===== config.mk =====
export PLATFORM = sky130hd
export DESIGN_NAME = pc_unit
export DESIGN_NICKNAME = d
export VERILOG_FILES = /design/src/rtl/pc_unit.sv
export SDC_FILE = /design/constraint.sdc
export NUM_CORES = 1
export LEC_CHECK = 0
export CAP_MARGIN = 30
export CORE_AREA = 8 8 94 96
export CTS_BUF_LIST = sky130_fd_sc_hd__clkbuf_4 sky130_fd_sc_hd__clkbuf_8
export DETAILED_ROUTE_END_ITERATION = 7
export DIE_AREA = 0 0 102 104
export GPL_ROUTABILITY_DRIVEN = 0
export PLACE_DENSITY = 0.95
export SLEW_MARGIN = 15
export SYNTH_ARGS = -nofsm -noshare
export SYNTH_HDL_FRONTEND = slang
export SYNTH_SLANG_ARGS = --single-unit

===== constraint.sdc =====
create_clock -name clk -period 3.5 [get_ports clk]
set_clock_uncertainty 0.2 [all_clocks]
set_input_delay 0.875 -clock clk [delete_from_list [all_inputs] [get_ports clk]]
set_output_delay 0.875 -clock clk [all_outputs]
set_load 0.01 [all_outputs]

===== src/rtl/pc_unit.sv =====
// Fetch-stage program counter: sequential increment, redirect, trap vectoring, stall and halt/resume.
// Define PC_MISALIGN_TRAP_EN to turn misaligned redirects into traps; otherwise the low bits are dropped.
module pc_unit #(
   parameter int              XLEN         = 32,
   parameter logic [XLEN-1:0] RESET_VECTOR = '0,
   parameter logic [XLEN-1:0] TRAP_VECTOR  = XLEN'(32'h0000_0100),
   parameter int              INSTR_BYTES  = 4
) (
   input  logic            clk,
   input  logic            reset,
   input  logic            stall,
   input  logic            redirect,
   input  logic [XLEN-1:0] redirect_target,
   input  logic            trap,
   input  logic            halt,
   input  logic            resume,
   output logic [XLEN-1:0] pc,
   output logic [XLEN-1:0] pc_plus,
   output logic            pc_valid,
   output logic [XLEN-1:0] epc,
   output logic            misalign_trap
);

   typedef enum logic [1:0] {
      BOOT = 2'd0,
      RUN  = 2'd1,
      HALT = 2'd2
   } state_e;

   localparam logic [XLEN-1:0] ALIGN_MASK = XLEN'(INSTR_BYTES - 1);

   state_e          state_q, state_d;
   logic [XLEN-1:0] pc_q, pc_d;
   logic [XLEN-1:0] epc_q, epc_d;
   logic            misalign_q, misalign_d;
   logic [XLEN-1:0] redirect_pc;

`ifdef PC_MISALIGN_TRAP_EN
   logic redirect_misaligned;
   assign redirect_misaligned = (redirect_target & ALIGN_MASK) != '0;
   assign redirect_pc         = redirect_target;
`else
   // Without trapping, a misaligned target is silently rounded down to an instruction boundary.
   assign redirect_pc = redirect_target & ~ALIGN_MASK;
`endif

   assign pc_plus = pc_q + XLEN'(INSTR_BYTES);

   // NOTE: every variable gets its hold/default value first so no path can infer a latch.
   always_comb begin
      state_d    = state_q;
      pc_d       = pc_q;
      epc_d      = epc_q;
      misalign_d = 1'b0;

      unique case (state_q)
         BOOT: begin
            state_d = RUN;
         end
         RUN: begin
            if (trap) begin
               pc_d  = TRAP_VECTOR;
               epc_d = pc_q;
`ifdef PC_MISALIGN_TRAP_EN
            end else if (redirect && redirect_misaligned) begin
               pc_d       = TRAP_VECTOR;
               epc_d      = redirect_target;
               misalign_d = 1'b1;
`endif
            end else if (redirect) begin
               pc_d = redirect_pc;
            end else if (halt) begin
               state_d = HALT;
            end else if (!stall) begin
               pc_d = pc_plus;
            end
         end
         HALT: begin
            // Redirect and stall are meaningless while halted; only trap or a clean resume wake the unit.
            if (trap) begin
               pc_d    = TRAP_VECTOR;
               epc_d   = pc_q;
               state_d = RUN;
            end else if (resume && !halt) begin
               state_d = RUN;
            end
         end
         default: begin
            state_d = BOOT;
         end
      endcase
   end

   // NOTE: non-blocking assignments so every flop samples the pre-edge values of the others.
   always_ff @(posedge clk) begin
      if (reset) begin
         state_q    <= BOOT;
         pc_q       <= RESET_VECTOR;
         epc_q      <= '0;
         misalign_q <= 1'b0;
      end else begin
         state_q    <= state_d;
         pc_q       <= pc_d;
         epc_q      <= epc_d;
         misalign_q <= misalign_d;
      end
   end

   assign pc            = pc_q;
   assign pc_valid      = (state_q == RUN);
   assign epc           = epc_q;
   assign misalign_trap = misalign_q;

endmodule


Word-level counts from Yosys, hierarchy flattened
Index checks and enable logic that the tools add are counted.
Widths: inputs -> output; s select.
{ "op_classes": {"shift": 0, "n_reduce_logical": 8, "div_mod_pow": 0, "eq_ne": 9, "bitwise_logic": 0, "n_mul": 0, "n_lt_le_gt_ge": 0, "addsub": 1, "n_mux": 12} }
{ "ops": {"columns": ["cell", "count"], "rows": [
  ["$mux 32", 5],
  ["$pmux 32 s2", 1],
  ["$add 32x3->32 const B", 1],
  ["$mux 2", 5],
  ["$ne 2x2->1 const B", 4],
  ["$ne 4x4->1 const B", 2],
  ["$reduce_and 4->1", 2],
  ["$pmux 2 s3", 1],
  ["$ne 3x3->1 const B", 1],
  ["$eq 2x1->1 const B", 1],
  ["$eq 2x2->1 const B", 1],
  ["$logic_not 2->1", 1],
  ["$reduce_and 2->1", 1],
  ["$reduce_bool 2->1", 1],
  ["$reduce_or 2->1", 1],
  ["$logic_and 1x1->1", 1],
  ["$logic_not 1->1", 1]
]} }
{ "word_totals": {"mem_bits_rw": 0, "latch_bits": 0, "input_bits": 39, "mem_count": 0, "regBits": 66, "word_cells": 33, "out_inout_bits": 98, "romBits": 0} }

Depth between registers and ports, before layout
Gate-level depths: netlist of run 1.
{ "depth": {"ltp_word": 6, "mapped_depth": 8} }

Worst setup path after synthesis of run 1
No wires, ideal clock.
{ "synth_path": {"path_kind": "register to output", "from": "register pc_q[15], in the netlist pc[15]", "to": "output port pc_plus[26]", "t_required_ns": 2.425, "arrival_ns": 1.912, "stages_incl_launch_ff": 7, "slack_ns": 0.513, "cell_sequence": "dfxtp_1 > buf_2 > nand4_1 > or4_4 > buf_6 > nor4_4 > xor2_1"} }
{ "synth_between": {"elab_chain_len": 1} }
{ "synth_lines": {"columns": ["element", "line", "rtl"], "rows": [
  ["start: declaration", "33", "logic [XLEN-1:0] pc_q, pc_d;"],
  ["start signal: assignment", "103", "pc_q <= pc_d;"],
  ["$add 32x3->32", "47", "assign pc_plus = pc_q + XLEN'(INSTR_BYTES);"],
  ["end: declaration", "18", "output logic [XLEN-1:0] pc_plus,"]
]} }
Every way passes these cells.

Worst setup path in the final report of run 1
{ "layout_path": {"from": "register pc_q[14], in the netlist pc[14]", "to": "output port pc_plus[20]"} }
The elaborated chain is that of the path after synthesis.

==> reports/metrics.yaml, run 1 <==
finalSetupViolCount: 0
drc: 0
initial_utilization: 0.475
yosys_warnings: 0
drive_gt1_frac: 0.177
wl_mm: 13.5
grt_start_max_net_pins: 52
ant_nets: 0
path_clk_slew_ns: 0.07
pin_count: 137
netSwitchingFraction: 0.395
wl_met2_mm: 6.82
slowest_stage: "clkdlybuf4s50_1"
ys_ff_latch: 62
htree_num_levels: 3
dieWidth_um: 102
wl_met3_mm: 1.33
clock_sinks: 62
worstPathArrival_ns: 2.41
core_area_um2: 7450
port-buffer-count: 127
crit_buf_inv: 2
vias: 4174
synthCells: 455
status: "complete, no violations"
critPathKind: "flop to output pin"
synth_area_um2: 3530
grt_overflow: 0
synthToLayoutAreaGrowth_pct: 52.2
hold_buffers: 0
powerDensity_nw_per_um2: 480
holdWs_ns: 0.254
n_antenna_cell: 0
min_from: "epc[9]$_SDFFE_PP0P_"
power_frac_seq: 0.334
p_leak_uw: 0.00213
worstSetupEndpointType: "output pin"
ys.flop_type: "dfxtp_1"
cts_tree: "yes"
p_int_uw: 1560
fmax_mhz: 287
clk_latency_ns: 0.35
avgSynthCellArea_um2: 7.77
synthTopCellsByCount: "nand2_1, dfxtp_1, a21oi_1"
top_layer_used: "met4"
max-slew-margin-rel: 0.615
placementRows: 32
cts_made_buffers: 9
worstHoldPathType: "flop to flop"
post-synth-top-count-cell: "nand2_1"
worst_slack_ns: 0.0180
required_ns: 2.42
grt_pass1_vias: 4195
hold-path-endpoint: "epc[9]$_SDFFE_PP0P_"
yosysTopAreaCellShare: 0.351
pre_cts_slack_ns: 0.0334
antenna_found_initial: 0
async_reset_ff_frac: 0
ff2ff_path_depth: 8
pwr-share-clk: 0.224
root_buffer: "clkbuf_8"
fin_crit_sh: 0.995
reg2reg_slack_ns: 0.86
pwr-share-comb: 0.442
regToRegEndpoint: "pc[21]$_SDFFE_PP0P_"
critPathTopFamily: "buffers and inverters"
vdd_drop_max_mv: 0.360
routedLengthMet1_mm: 5.02
start_kind: "flop"
crit_chain: "nand4_1, nor4_4, buf_6, nand3_1, xnor2_1, clkdlybuf4s50_1"
ys_types: 58
viasPerCell: 5.85
path_max_fanout: 9
post_drt_wl_per_cell_um: 18.9
drt_iter0_drc: 306
clockBufferDepth: 2
grt_pass1_wl_mm: 20.6
final-hold-violation-count: 0
p_sw_uw: 1020
reg2reg_from: "state_q[0]$_SDFFE_PP0P_"
synth.area.top_cells: "dfxtp_1, nand2_1, a21oi_1, xnor2_1, nor2_1"
yosysSeqAreaShare: 0.351
fp.dieArea_um2: 10600
worst_pin_slew_ns: 0.570
slew_viol_final: 0
synth_top_area_cell: "dfxtp_1"
finalCriticalPeriod_ns: 3.48
cap_viol_max_count: 0
slowest_delay_ns: 0.56
synth-edff-count: 0
die_h_um: 104
drtPass1Iterations: 5
holdPathStages: 2
final_nets: 650
dpl.hpwl_mm: 9.46
globalRouteTotalUtil: 0.241
==> cell usage in the layout, fill, tap and decap left out, types with 4 or more instances in the layout <==
master,netlist,routed
a21oi_1,53,53
a22oi_1,6,6
and4_2,2,4
buf_4,10,50
clkbuf_8,0,10
clkdlybuf4s50_1,0,115
conb_1,1,7
dfxtp_1,62,55
dfxtp_2,0,6
dlymetal6s2s_1,0,5
ha_1,5,4
inv_1,12,12
mux2i_1,4,4
nand2_1,83,83
nand3_1,13,11
nand4_1,7,7
nor2_1,30,27
nor3_1,11,7
nor3_2,2,4
nor4_1,4,4
nor4_4,3,4
o21ai_0,18,17
o22ai_1,11,11
o2bb2ai_1,9,9
xnor2_1,16,15
xor2_1,12,12
==> registers in the layout (all words and copies together), names as in the netlist <==
signal / count
pc: 30
state_q: 2
epc: 30
==> cell type report <==
class | count | area [um2]
Clock inverter | 4 | 22.5
Multi-Input combinational cell | 342 | 2140
Clock buffer | 12 | 153
Inverter | 13 | 48.8
Timing Repair Buffer | 178 | 1640
Tap cell | 102 | 128
Fill cell | 570 | 2070
Sequential cell | 62 | 1250
==> kinds of logic after synthesis <==
kind of cell	count (synthesis)	share of synthesized area
muxes	4	0.0113
and+or+nand+nor	171	0.243
AOI/OAI and AO/OA	127	0.229
buffers and inverters	57	0.0768
other	1	0.00106
adders and majority gates	5	0.0177
DFF	62	0.351
xor gates and xnor gates	28	0.0694
==> stage by stage <==
| step | power [uW] | area (um2) | setup TNS [ns] | instances | util |
|---|---|---|---|---|---|
| 6_report | 2580 | 5380 | 0 | 713 | 0.722 |
| 5_1_grt | 2700 | 5380 | -0.0792 | 713 | 0.722 |
| 4_1_cts | 2560 | 5280 | -0.176 | 707 | 0.708 |
| 3_5_place_dp | 1980 | 5000 | 0 | 683 | 0.672 |
| 3_3_place_gp | 1940 | 5000 | 0 | 683 | 0.672 |
| 2_1_floorplan | 1460 | 3560 | 0 | 461 | - |
==> power groups by stage <==
stage                     combinational, uW  sequential (uW)  clock, uW
after floorplan                         567              893          0
after global placement                 1080              860          0
after detailed placement               1120              867          0
after CTS                              1120              855        580
after global routing                   1220              871        607
final                                  1140              863        578
==> repair_timing <==
action | in CTS | in global routing
endpoints found under the setup margin | 17 | 17
resized for setup | 22 | 26
cloned | 0 | 0
setup buffers | 8 | 6
pin swaps | 5 | 7
==> worst max path at each step <==
stage          depth (start not counted)                 from     endpoint
6_report                               6  pc[14]$_SDFFE_PP0P_  pc_plus[20]
5_1_grt                                6  pc[11]$_SDFFE_PP0P_  pc_plus[20]
4_1_cts                                7   pc[2]$_SDFFE_PP0P_  pc_plus[18]
3_5_place_dp                           7   pc[2]$_SDFFE_PP0P_  pc_plus[18]
3_3_place_gp                           7   pc[2]$_SDFFE_PP0P_  pc_plus[18]
2_1_floorplan                          6  pc[15]$_SDFFE_PP0P_  pc_plus[26]
==> tightest hold or removal path, delay by kind of cell (launching register included) <==
kind	cells	cell delay, ns
AO/OA/AOI/OAI	1	0.05
flip-flops	1	0.31
AND/OR/NAND/NOR	1	0.05
==> per-layer routing <==
| metal | track usage | vias to the layer above |
|---|---|---|
| li1 | - | 1905 |
| met1 | 0.260 | 1971 |
| met2 | 0.425 | 268 |
| met3 | 0.0616 | 30 |
| met4 | 0.105 | 0 |
| met5 | 0 | - |
No activity file was read; power rests on OpenSTA's default activity.
==> run 2: changes to the inputs <==
--- a/config.mk
+++ b/config.mk
@@ -6,12 +6,12 @@
 export NUM_CORES = 1
 export LEC_CHECK = 0
 export CAP_MARGIN = 30
-export CORE_AREA = 8 8 94 96
+export CORE_AREA = 8 8 110 112
 export CTS_BUF_LIST = sky130_fd_sc_hd__clkbuf_4 sky130_fd_sc_hd__clkbuf_8
 export DETAILED_ROUTE_END_ITERATION = 7
-export DIE_AREA = 0 0 102 104
+export DIE_AREA = 0 0 118 120
 export GPL_ROUTABILITY_DRIVEN = 0
-export PLACE_DENSITY = 0.95
+export PLACE_DENSITY = 0.77
 export SLEW_MARGIN = 15
 export SYNTH_ARGS = -nofsm -noshare
 export SYNTH_HDL_FRONTEND = slang
==> run 2 against run 1 <==
Effect of this change: clock power increased by 36%; design area increased by 0.51%; sequential power decreased by 1%; sequential share of layout area decreased by 0.12 points; highest routed layer unchanged; register-to-register slack improved by 0.24 ns; hold slack got worse by 0.0013 ns; critical path type unchanged; non-clock buffer count decreased by 7; via count decreased by 6.1%; global-route usage decreased by 6.2 points; clock-buffer cell count decreased by 1; critical endpoint is now pc_plus[26]; total power increased by 6.7%; wire length decreased by 5.2%.
==> reports/metrics.yaml, run 2 (same netlist as run 1, synthesis figures left out) <==
p_leak_uw: 0.00215  # +1.2%
start_kind: "flop"
dieWidth_um: 118  # +16%
met1_usage: 0.204  # -0.0559
path_clk_slew_ns: 0.07  # about the same
placed_cells: 720  # +5.4%
cts_made_buffers: 9  # unchanged
top_usage_layer: "met2"
n_antenna_cell: 0  # unchanged
vdd_drop_max_mv: 0.345  # -4.3%
path_max_fanout: 6  # -3
fmax_mhz: 291  # +1.3%
cts_tree: "yes"
worst_pin_slew_ns: 0.699  # +0.129 ns
critPathTopFamily: "simple AND/OR/NAND/NOR gates"
worstHoldPathType: "flop to flop"
grt_pass1_vias: 3977  # -5.2%
drc: 0  # unchanged
root_buffer: "clkbuf_8"
worstSetupEndpointType: "output pin"
wl_mm: 12.8  # -5.2%
crit_buf_inv: 2  # unchanged
finalSetupTns_ns: 0  # unchanged
antenna_found_initial: 0  # unchanged
initial_utilization: 0.336  # -0.138
critPathKind: "flop to output pin"
final_area_um2: 5410  # +0.51%
final_nets: 643  # -1.1%
grt_overflow: 0  # unchanged
die_h_um: 120  # +15%
drive_gt1_frac: 0.154  # -0.0225
drtPass1Iterations: 5  # unchanged
pre_cts_slack_ns: 0.169  # +0.135 ns
synthToLayoutAreaGrowth_pct: 53.0
dpl.hpwl_mm: 9.44  # -0.22%
finalSetupViolCount: 0  # unchanged
hold_buffers: 0  # unchanged
max-slew-margin-rel: 0.532  # -0.0829
powerDensity_nw_per_um2: 509  # +6.1%
rsz0062_at_grt: "true"
clockBufferDepth: 2  # unchanged
grt_start_max_net_pins: 52  # unchanged
slowest_stage: "or4_4"
slowest_delay_ns: 0.60  # +0.04 ns
globalRouteTotalUtil: 0.179  # -0.0618
required_ns: 2.42  # about the same
pin_count: 137  # unchanged
core_area_um2: 10500  # +41%
fp.dieArea_um2: 14200  # +33%
clk_latency_ns: 0.35  # about the same
finalCriticalPeriod_ns: 3.44  # -0.0460 ns
worstPathArrival_ns: 2.36  # -0.05 ns
grt_pass1_wl_mm: 20.6  # +0.34%
final_cells: 743  # +4.2%
fin_crit_sh: 0.982  # -0.0131
drt_iter0_drc: 260  # -15%
placementRows: 38  # +19%
cap_viol_max_count: 0  # unchanged
viasPerCell: 5.28  # -9.9%
placed_area_um2: 5040  # +0.80%
worst_slack_ns: 0.0639  # +0.0460 ns
status: "complete, no violations"
ant_nets: 0  # unchanged
port-buffer-count: 127  # unchanged
post_drt_wl_per_cell_um: 17.2  # -9.0%
slew_viol_final: 0  # unchanged
crit_chain: "nand2_2, or4_4, buf_4, nor4_4, xor2_1, dlygate4sd2_1"
final_common_cell: "clkdlybuf4s50_1"
vias: 3920  # -6.1%
final_util: 0.515  # -0.208
grt_use_met3: 0.0662  # +0.00465
final-hold-violation-count: 0  # unchanged
layout_common_cells: "clkdlybuf4s50_1, nand2_1, dfxtp_1"
htree_num_levels: 3  # unchanged
grt_use_met2: 0.301  # -0.124
clock_sinks: 62  # unchanged
run 2: path summary, 6_finish.rpt:
| kind | startpoint | end | cells after the start | slack (ns) |
|---|---|---|---|---|
| max | pc[20]$_SDFFE_PP0P_ | pc_plus[26] | 6 | 0.06 |
| min | epc[16]$_SDFFE_PP0P_ | epc[16]$_SDFFE_PP0P_ | 2 | 0.25 |
| max reg2reg | state_q[0]$_SDFFE_PP0P_ | pc[31]$_SDFFE_PP0P_ | 8 | 1.10 |
| min reg2reg | epc[16]$_SDFFE_PP0P_ | epc[16]$_SDFFE_PP0P_ | 2 | 0.25 |
run 2: worst reg2reg max path, cell delays in order, from the launching register on:
cell and delay, ns:
dfxtp_1 0.38, inv_1 0.08, ha_1 0.39, nor4b_1 0.46
o211ai_1 0.17, buf_4 0.24, a31oi_1 0.17, o21ai_0 0.09
o311ai_0 0.11
run 2: power by group:
part           internal, uW  total (uW)  switching, uW  leakage [uW]
logic                   491        1110            621       0.00152
clock network           496         787            291      0.000123
registers               781         854           73.2      0.000505
total                  1770        2750            986       0.00215
run 2: layout make-up:
| type | count | area (um2) |
|---|---|---|
| fillers | 988 | 5100 |
| multi-input cells | 342 | 2090 |
| inverters | 13 | 48.8 |
| flip-flops and latches | 62 | 1250 |
| repair buffers | 171 | 1600 |
| clock buffers | 11 | 145 |
| well taps | 140 | 175 |
| clock inverters | 4 | 95.1 |
run 2: through the flow:
step	hold slack (ns)	power (uW)
2_1_floorplan	0.266	1460
3_3_place_gp	0.242	1950
3_5_place_dp	0.246	1980
4_1_cts	0.255	2770
5_1_grt	0.272	2910
6_report	0.252	2750
run 2: repair_timing:
action,CTS,global route
setup buffers,5,2
pin swaps,3,6
cloned,0,0
resized for setup,19,18
endpoints found under the setup margin,18,10
run 2: layer usage:
metal | part of all wire | wire (um) | up-vias
met5 | 0 | 0 | -
met4 | 0.021 | 270 | 0
met3 | 0.091 | 1160 | 24
met2 | 0.48 | 6090 | 181
met1 | 0.41 | 5260 | 1830
li1 | - | - | 1885
==> run 3: changes to the inputs <==
--- a/config.mk
+++ b/config.mk
@@ -6,12 +6,12 @@
 export NUM_CORES = 1
 export LEC_CHECK = 0
 export CAP_MARGIN = 30
-export CORE_AREA = 8 8 110 112
+export CORE_AREA = 8 8 99 101
 export CTS_BUF_LIST = sky130_fd_sc_hd__clkbuf_4 sky130_fd_sc_hd__clkbuf_8
 export DETAILED_ROUTE_END_ITERATION = 7
-export DIE_AREA = 0 0 118 120
+export DIE_AREA = 0 0 107 109
 export GPL_ROUTABILITY_DRIVEN = 0
-export PLACE_DENSITY = 0.77
+export PLACE_DENSITY = 0.91
 export SLEW_MARGIN = 15
 export SYNTH_ARGS = -nofsm -noshare
 export SYNTH_HDL_FRONTEND = slang
==> run 3 against run 2 <==
Effect of this change: sequential share of layout area grew 0.070 points; clock power down 8.9%; first-iteration DRC count rose by 5.0%; sequential power about the same; combinational power about the same; design area down 0.30%; largest cell class unchanged; largest power group unchanged; highest routed layer unchanged.
==> reports/metrics.yaml, run 3 (same netlist as run 1, synthesis figures left out) <==
final_area_um2: 5390  # -0.30%
globalRouteTotalUtil: 0.215  # +0.0364
clk_latency_ns: 0.34  # about the same
final_cells: 716  # -3.6%
worstHoldPathType: "flop to flop"
fp.dieArea_um2: 11700  # -18%
drt_iter0_drc: 273  # +5.0%
fmax_mhz: 292  # +0.42%
cts_tree: "yes"
placed_area_um2: 5010  # -0.65%
final_common_cell: "clkdlybuf4s50_1"
die_h_um: 109  # -9.2%
required_ns: 2.42  # about the same
drc: 0  # unchanged
cap_viol_max_count: 0  # unchanged
fillers: 708  # -28%
finalSetupViolCount: 0  # unchanged
vias: 3999  # +2.0%
grt_use_met2: 0.355  # +0.0540
rsz0062_at_grt: "true"
clockBufferDepth: 2  # unchanged
core_area_um2: 8380  # -20%
wl_mm: 12.8  # about the same
met1_usage: 0.239  # +0.0349
status: "complete, no violations"
placed_cells: 689  # -4.3%
final-hold-violation-count: 0  # unchanged
grt_pass1_wl_mm: 20.2  # -2.3%
hold_buffers: 0  # unchanged
htree_num_levels: 3  # unchanged
fin_crit_sh: 0.978  # -0.00412
cts_made_buffers: 9  # unchanged
grt_use_met3: 0.0745  # +0.00824
dpl.hpwl_mm: 9.33  # -1.2%
pin_count: 137  # unchanged
layout_common_cells: "clkdlybuf4s50_1, nand2_1, a21oi_1, dfxtp_1, buf_4"
worstPathArrival_ns: 2.35  # about the same
n_antenna_cell: 0  # unchanged
drtPass1Iterations: 4  # -1
post_drt_wl_per_cell_um: 17.9  # +3.8%
placementRows: 34  # -11%
cp-startpoint: "pc[16]$_SDFFE_PP0P_"
port-buffer-count: 127  # unchanged
worst_pin_slew_ns: 0.695  # -0.00352 ns
antenna_found_initial: 0  # unchanged
drive_gt1_frac: 0.171  # +0.0168
reg2reg_from: "state_q[0]$_SDFFE_PP0P_"
reg2reg_slack_ns: 0.89  # -0.21 ns
grt_overflow: 0  # unchanged
final_nets: 647  # +0.62%
max-slew-margin-rel: 0.534  # +0.00236
root_buffer: "clkbuf_8"
min_from: "epc[27]$_SDFFE_PP0P_"
initial_utilization: 0.422  # +0.0854
powerDensity_nw_per_um2: 501  # -1.6%
path_clk_slew_ns: 0.08  # about the same
viasPerCell: 5.59  # +5.9%
grt_start_max_net_pins: 52  # unchanged
slew_viol_final: 0  # unchanged
finalCriticalPeriod_ns: 3.42  # -0.0144 ns
p_leak_uw: 0.00213  # -1.1%
start_kind: "flop"
grt_pass1_vias: 4040  # +1.6%
ant_nets: 0  # unchanged
worstSetupEndpointType: "output pin"
vdd_drop_max_mv: 0.488  # +42%
top_usage_layer: "met2"
clock_sinks: 62  # unchanged
dieWidth_um: 107  # -9.3%
finalSetupTns_ns: 0  # unchanged
path_max_fanout: 5  # -1
critPathKind: "flop to output pin"
synthToLayoutAreaGrowth_pct: 52.5
-- run 3: cell count changes in the layout (fill, tap and decap cells not counted), moves of 2 or more --
cell	delta
clkdlybuf4s50_1	+2
clkinv_4	+3
dlymetal6s2s_1	-2
buf_4	+4
dfxtp_2	+3
dlygate4sd2_1	-2
dfxtp_1	-2
-- run 3: through the flow --
| step | util | setup WS [ns] | total power, uW | hold WS, ns |
|---|---|---|---|---|
| 2_1_floorplan | - | 0.513 | 1460 | 0.266 |
| 5_1_grt | 0.643 | -0.0444 | 2850 | 0.277 |
| 3_3_place_gp | 0.598 | 0.227 | 1940 | 0.240 |
| 3_5_place_dp | 0.598 | 0.163 | 1990 | 0.246 |
| 4_1_cts | 0.634 | 0.0107 | 2700 | 0.257 |
| 6_report | 0.643 | 0.0783 | 2700 | 0.255 |
-- run 3: final timing paths --
path | depth (start not counted) | end
setup / recovery | 6 | pc_plus[26]
hold reg to reg | 2 | epc[27]$_SDFFE_PP0P_
setup reg to reg | 8 | pc[31]$_SDFFE_PP0P_
hold / removal | 2 | epc[27]$_SDFFE_PP0P_
-- run 3: report_power, final --
| group | total [uW] | leakage (uW) | switching (uW) | internal (uW) |
|---|---|---|---|---|
| Sequential | 855 | 0.000506 | 75.5 | 779 |
| Combinational | 1130 | 0.00151 | 635 | 495 |
| Clock | 717 | 0.000109 | 313 | 403 |
-- run 3: critical path: stages (launching register included) --
cell and delay, ns:
dfxtp_1 0.37, nand4_1 0.18, or4_4 0.57, buf_4 0.18, nor4_4 0.29, xor2_1 0.17
clkdlybuf4s15_1 0.25
-- run 3: area by class of cell --
type                    count  area [um2]  area share
well taps                 108         135      0.0251
clock inverters             7        98.8      0.0183
repair buffers            175        1630       0.302
inverters                  13        48.8     0.00905
clock buffers               9         124      0.0230
flip-flops and latches     62        1250       0.232
multi-input cells         342        2110       0.391
-- run 3: per-layer routing --
metal	routed length (um)	up-vias
li1	-	1895
met1	5030	1867
met2	6120	197
met3	1210	40
met4	435	0
met5	0	-
-- run 3: repair_timing --
item	CTS	global route
pin swaps	3	4
setup buffers	5	6
setup endpoints to repair	17	11
resized for setup	29	14
